--- src/rtl/dmem_pkg.sv ---
// dmem_pkg: shared encodings for the DMEM port-B arbiter and its priority selector.
package dmem_pkg;

    typedef enum logic [1:0] {
        ST_IDLE    = 2'd0,
        ST_RD_WAIT = 2'd1
    } state_t;

    typedef enum logic {
        OWN_CPU = 1'b0,
        OWN_DBG = 1'b1
    } owner_t;

    localparam logic [3:0] BE_WORD = 4'b1111;
    localparam logic [3:0] BE_NONE = 4'b0000;

    // Read latency counter covers READ_LAT-1 for READ_LAT in 1..4.
    localparam int LAT_W = 2;

    // DBG starvation counter saturates instead of wrapping.
    localparam int         WAIT_W   = 8;
    localparam logic [7:0] WAIT_SAT = 8'hFF;

endpackage

--- src/rtl/dmem_arb_prio.sv ---
// dmem_arb_prio: combinational winner selection for the DMEM port-B arbiter.
// rr_mode=0: fixed CPU priority, DBG wins a tie once wait_cnt reaches MAX_WAIT.
// rr_mode=1: a tie goes to the requester that did not win last (last_win).
module dmem_arb_prio
    import dmem_pkg::*;
#(
    parameter int MAX_WAIT = 8
) (
    input  logic              cpu_req,
    input  logic              dbg_req,
    input  logic [WAIT_W-1:0] wait_cnt,
    input  owner_t            last_win,
    input  logic              rr_mode,
    output owner_t            win_sel,
    output logic              win_valid
);

    localparam logic [WAIT_W-1:0] MAX_WAIT_C = WAIT_W'(MAX_WAIT);

    // Pick the winner among the active requesters.
    always_comb begin
        // NOTE: every output gets a default first so no path leaves a latch behind.
        win_valid = cpu_req | dbg_req;
        win_sel   = OWN_CPU;
        if (dbg_req && !cpu_req) begin
            win_sel = OWN_DBG;
        end else if (cpu_req && dbg_req) begin
            if (rr_mode) begin
                win_sel = (last_win == OWN_CPU) ? OWN_DBG : OWN_CPU;
            end else if (wait_cnt >= MAX_WAIT_C) begin
                win_sel = OWN_DBG;
            end
        end
    end

endmodule

--- src/rtl/dmem_port_arbiter.sv ---
// dmem_port_arbiter: shares DMEM BRAM port B between the CPU load/store unit
// and the debug/program loader. Writes complete in their grant cycle; a read
// holds the port for READ_LAT cycles and returns the raw word with an rvalid pulse.
// Build option DMEM_ARB_RR_EN: alternate priority on contention instead of
// fixed CPU priority with the MAX_WAIT starvation override.
module dmem_port_arbiter
    import dmem_pkg::*;
#(
    parameter int ADDR_W   = 32,
    parameter int READ_LAT = 1,
    parameter int MAX_WAIT = 8
) (
    input  logic              clk,
    input  logic              rst,
    input  logic              cpu_req,
    input  logic [3:0]        cpu_we,
    input  logic [ADDR_W-1:0] cpu_addr,
    input  logic [31:0]       cpu_wdata,
    output logic              cpu_gnt,
    output logic              cpu_rvalid,
    output logic [31:0]       cpu_rdata,
    output logic              cpu_stall,
    input  logic              dbg_req,
    input  logic [3:0]        dbg_we,
    input  logic [ADDR_W-1:0] dbg_addr,
    input  logic [31:0]       dbg_wdata,
    output logic              dbg_gnt,
    output logic              dbg_rvalid,
    output logic [31:0]       dbg_rdata,
    output logic              enb,
    output logic [3:0]        web,
    output logic [ADDR_W-1:0] addrb,
    output logic [31:0]       dib,
    input  logic [31:0]       dob
);

    localparam logic [LAT_W-1:0] LAT_INIT = LAT_W'(READ_LAT - 1);

    state_t            state, state_nxt;
    owner_t            owner, owner_nxt;
    logic [LAT_W-1:0]  lat_cnt, lat_nxt;
    logic              rsp_fire;
    owner_t            win_sel;
    logic              win_valid;
    logic [WAIT_W-1:0] prio_wait;
    owner_t            prio_last;
    logic              prio_rr;

    dmem_arb_prio #(
        .MAX_WAIT (MAX_WAIT)
    ) u_prio (
        .cpu_req   (cpu_req),
        .dbg_req   (dbg_req),
        .wait_cnt  (prio_wait),
        .last_win  (prio_last),
        .rr_mode   (prio_rr),
        .win_sel   (win_sel),
        .win_valid (win_valid)
    );

`ifdef DMEM_ARB_RR_EN
    owner_t last_win;

    assign prio_wait = '0;
    assign prio_last = last_win;
    assign prio_rr   = 1'b1;

    // Remember who won the most recent grant so the next tie goes the other way.
    always_ff @(posedge clk or posedge rst) begin
        if (rst) begin
            last_win <= OWN_DBG;
        end else if (cpu_gnt || dbg_gnt) begin
            last_win <= cpu_gnt ? OWN_CPU : OWN_DBG;
        end
    end
`else
    logic [WAIT_W-1:0] wait_cnt;

    assign prio_wait = wait_cnt;
    assign prio_last = OWN_DBG;
    assign prio_rr   = 1'b0;

    // Count consecutive cycles DBG is refused; saturate at WAIT_SAT.
    always_ff @(posedge clk or posedge rst) begin
        if (rst) begin
            wait_cnt <= '0;
        end else if (!dbg_req || dbg_gnt) begin
            wait_cnt <= '0;
        end else if (wait_cnt != WAIT_SAT) begin
            wait_cnt <= wait_cnt + 1'b1;
        end
    end
`endif

    // Grant, port muxing and next-state decode.
    always_comb begin
        state_nxt = state;
        owner_nxt = owner;
        lat_nxt   = lat_cnt;
        rsp_fire  = 1'b0;
        cpu_gnt   = 1'b0;
        dbg_gnt   = 1'b0;
        enb       = 1'b0;
        web       = BE_NONE;
        addrb     = '0;
        dib       = '0;
        case (state)
            ST_IDLE: begin
                // Grants are held off while reset is asserted.
                if (win_valid && !rst) begin
                    enb = 1'b1;
                    if (win_sel == OWN_CPU) begin
                        cpu_gnt = 1'b1;
                        web     = cpu_we;
                        addrb   = cpu_addr;
                        dib     = cpu_wdata;
                    end else begin
                        dbg_gnt = 1'b1;
                        web     = dbg_we;
                        addrb   = dbg_addr;
                        dib     = dbg_wdata;
                    end
                    if (web == BE_NONE) begin
                        owner_nxt = win_sel;
                        lat_nxt   = LAT_INIT;
                        state_nxt = ST_RD_WAIT;
                    end
                end
            end
            ST_RD_WAIT: begin
                if (lat_cnt == '0) begin
                    rsp_fire  = 1'b1;
                    state_nxt = ST_IDLE;
                end else begin
                    lat_nxt = lat_cnt - 1'b1;
                end
            end
            default: state_nxt = ST_IDLE;
        endcase
    end

    // State, read owner and latency counter.
    always_ff @(posedge clk or posedge rst) begin
        if (rst) begin
            state   <= ST_IDLE;
            owner   <= OWN_CPU;
            lat_cnt <= '0;
        end else begin
            // NOTE: non-blocking so every register here samples pre-edge values.
            state   <= state_nxt;
            owner   <= owner_nxt;
            lat_cnt <= lat_nxt;
        end
    end

    // Capture dob into the owner's rdata and pulse its rvalid; the other side holds.
    always_ff @(posedge clk or posedge rst) begin
        if (rst) begin
            cpu_rvalid <= 1'b0;
            dbg_rvalid <= 1'b0;
            cpu_rdata  <= '0;
            dbg_rdata  <= '0;
        end else begin
            cpu_rvalid <= rsp_fire && (owner == OWN_CPU);
            dbg_rvalid <= rsp_fire && (owner == OWN_DBG);
            if (rsp_fire && (owner == OWN_CPU)) begin
                cpu_rdata <= dob;
            end
            if (rsp_fire && (owner == OWN_DBG)) begin
                dbg_rdata <= dob;
            end
        end
    end

    // CPU stalls while refused, and from its read grant until the cycle before rvalid.
    assign cpu_stall = (cpu_req && !cpu_gnt)
                     || (cpu_gnt && (cpu_we == BE_NONE))
                     || ((state == ST_RD_WAIT) && (owner == OWN_CPU));

endmodule

--- config.mk ---
export PLATFORM = sky130hd
export DESIGN_NAME = dmem_port_arbiter
export DESIGN_NICKNAME = d
export VERILOG_FILES = /design/src/rtl/dmem_pkg.sv /design/src/rtl/dmem_arb_prio.sv /design/src/rtl/dmem_port_arbiter.sv
export SDC_FILE = /design/constraint.sdc
export NUM_CORES = 1
export LEC_CHECK = 0
export CAP_MARGIN = 20
export CORE_AREA = 2 2 121 123
export CTS_BUF_LIST = sky130_fd_sc_hd__clkbuf_4 sky130_fd_sc_hd__clkbuf_8
export DETAILED_ROUTE_END_ITERATION = 12
export DIE_AREA = 0 0 123 125
export PLACE_DENSITY = 0.84
export SYNTH_ARGS = -nofsm -noshare
export SYNTH_HDL_FRONTEND = slang
export SYNTH_HIERARCHICAL = 1
export SYNTH_SLANG_ARGS = --single-unit
--- constraint.sdc ---
create_clock -name clk -period 2.4 [get_ports clk]
set_input_delay 0.48 -clock clk [delete_from_list [all_inputs] [get_ports clk]]
set_output_delay 0.48 -clock clk [all_outputs]
set_load 0.02 [all_outputs]
==> flow_summary.ini <==
[logic_synthesis]
ys_async_sr_fraction_pct = 100.0
syn-cell-area_um2 = 4169
yosys_register_bits = 78
synth-edff-count = 0
yosysUniqueCellTypes = 39
syn_area_per_cell_um2 = 11.21
synthTopCellsByArea = dfrtp_1 47%, mux2_2 17%, mux2i_1 17%, nor2_1 6.3%, buf_2 1.7%
ys_warn_count = 6
yosysTopAreaCellShare_pct = 46.82
ys_seq_area_share_pct = 46.82
syn_inst = 372
yosys.area.top_type = dfrtp_1
synth_ff_type = dfrtp_1

[clocking]
numCtsBuffers = 9
hold_buffers = 0
root_buffer = clkbuf_8
insertion_delay_ns = 0.34
htreeDepth = 3
path_clk_slew_ns = 0.08
clk_path_buf_depth = 2
cts_sinks = 78
cts_tree = done

[routing]
num_vias = 4435
ant_nets = 0
drt_pass1_iterations = 5
wl_per_cell_um = 19.76
wl_um = 18340
vias_per_cell = 4.779
route.detailed.drc = 0
drt_iter0_drc = 147

[finish]
layout_common_cells = 234 x clkdlybuf4s50_1, 87 x buf_4, 78 x dfrtp_1
syn_to_final_growth_pct = 104.7
post-route-util_pct = 60.09
drive_gt1_share_pct = 35.95
instances_no_fill = 928
nets = 909
final_common_cell = clkdlybuf4s50_1

[sta]
period_share_pct = 107.9
fmax_mhz = 386.0
tightest_slew_ns = 0.5358
holdWs_ns = 0.2750
clock_skew_ns = 0.009584
slew_violations = 0
rsz0062_at_grt = true
relSlewSlack_pct = 64.24
fin_crit_ns = 2.590
setup_slack_ns = -0.1903
finalSetupViolCount = 51
hold_violations = 0

[critical_path]
critical_path_class = flip-flop to primary output
worstPathRequired_ns = 1.92
slowest_stage = dfrtp_1
worstPathCellList = nor4b_4 -> a211oi_4 -> buf_6 -> buf_12 -> buf_6 -> mux2i_2 -> nor2_1 -> buf_4
cp-start-kind = flip-flop
worstSetupEndpointType = primary output
crit_arrival_ns = 2.11
crit_top_cell = buf_6
max_stage_delay_ns = 0.42
critPathMaxFanout = 6

[global_routing]
grt_pass1_vias = 4711
gr-total-overflow = 0
grt_first_pass_wirelength_um = 25980
antenna_found_initial = 4
gr-usage-all-layers_pct = 22.17
grt_max_degree = 43

[die]
rows = 44
die_w_um = 123
die_area_um2 = 15380
start_util_pct = 29.35
io_pins = 310
die_h_um = 125
coreArea_um2 = 14200

[pwr]
p_leak_nw = 3.723
power.total_mw = 4.683
ir_worst_vdd_mv = 0.5219
cellPowerDensity_nw_per_um2 = 548.8

[place]
port_buffers = 309
place_congestion = 0.9233
post-dp-hpwl_um = 13580
dp.cells = 871
dp_slack_ns = -0.9594

[job]
max_cap_violations = 0

[outcome]
violations = setup timing
run_status = finished, violations left

[min_path]
hold_class = input port to async pin
==> power breakdown <==
| part | internal (mW) | switching [mW] |
|---|---|---|
| Clock | 0.634 | 0.448 |
| Sequential | 1.52 | 0.114 |
| Combinational | 1.10 | 0.864 |
| Total | 3.26 | 1.43 |
==> kinds of logic after synthesis <==
logic type | after synthesis | share of synthesized area (%)
adders and majority gates | 2 | 0.6001
AOI/OAI and AO/OA | 18 | 3.151
buffers and inverters | 33 | 3.662
DFF | 78 | 46.82
and+or+nand+nor | 105 | 11.46
muxes | 134 | 34.12
other | 2 | 0.1801
==> cell type report <==
type / count / area (um^2)
clock inverter: 4 / 70.07
timing repair buffer: 375 / 3802
inverter: 9 / 37.54
sequential: 78 / 1952
multi-input combinational: 262 / 2280
tap: 184 / 230.2
fill: 1163 / 5669
antenna: 4 / 10.01
clock buffer: 12 / 152.6
==> timing repair <==
item | 4_1_cts | 5_1_grt
cloned | 5 | 5
hold endpoints to repair | 0 | 0
endpoints found under the setup margin | 73 | 72
buffers inserted | 11 | 20
pin swaps | 8 | 13
gates resized for setup | 342 | 111
==> routing by layer <==
metal	track usage [%]	share of wire, %	vias to the layer above
met3	7.254	9.1	40
met5	0	0	-
met1	22.62	35	2144
met2	40.01	53	212
li1	-	-	2039
met4	10.83	3.3	0
==> final timing paths <==
| path | from | slack (ns) | cells after the start | endpoint |
|---|---|---|---|---|
| max | prio_wait[6] | -0.19 | 8 | dib[27] |
| min | rst | 0.28 | 2 | lat_cnt[0] |
| max reg2reg | prio_wait[6] | 0.08 | 10 | owner |
| min reg2reg | dbg_rdata[9] | 0.51 | 1 | dbg_rdata[9] |
| max in group asynchronous | rst | 1.51 | 3 | dbg_rdata[18] |
| min in group clk | dbg_rdata[9] | 0.51 | 1 | dbg_rdata[9] |
==> sequential cells by signal, indices dropped and copies added, names as in the netlist <==
register    count
cpu_rdata      32
cpu_rvalid      1
dbg_rdata      32
dbg_rvalid      1
lat_cnt         2
owner           1
prio_wait       8
state           1
==> cells in the mapped netlist (2+ instances only) <==
| cell type | instances |
|---|---|
| dfrtp_1 | 78 |
| a21oi_1 | 3 |
| o211ai_1 | 2 |
| nand3_1 | 6 |
| nor4_1 | 2 |
| buf_2 | 14 |
| nor2_1 | 70 |
| mux2_2 | 64 |
| ha_1 | 2 |
| nand2_1 | 4 |
| a31oi_1 | 3 |
| nand4_1 | 2 |
| o21ai_0 | 2 |
| nor3_1 | 8 |
| and4_1 | 2 |
| buf_1 | 5 |
| clkbuf_1 | 3 |
| nor4b_1 | 2 |
| a211oi_1 | 2 |
| inv_1 | 8 |
| conb_1 | 2 |
| nand2b_1 | 3 |
| mux2i_1 | 69 |
==> worst max-delay path: cells and delay by family, from the launching register on <==
kind | cells | cell delay [ns]
DFF | 1 | 0.42
buffers and inverters | 4 | 0.60
AOI/OAI and AO/OA | 1 | 0.11
and+or+nand+nor | 2 | 0.50
muxes | 1 | 0.14
==> stage by stage <==
stage	TNS [ns]	instance area, um^2
6_report	-4.174	8534
5_1_grt	-9.883	8534
4_1_cts	-3.194	7956
3_5_place_dp	-61.09	7709
3_3_place_gp	-55.53	7709
2_1_floorplan	0	4178
Note: power is estimated with default switching activity, not from simulation.
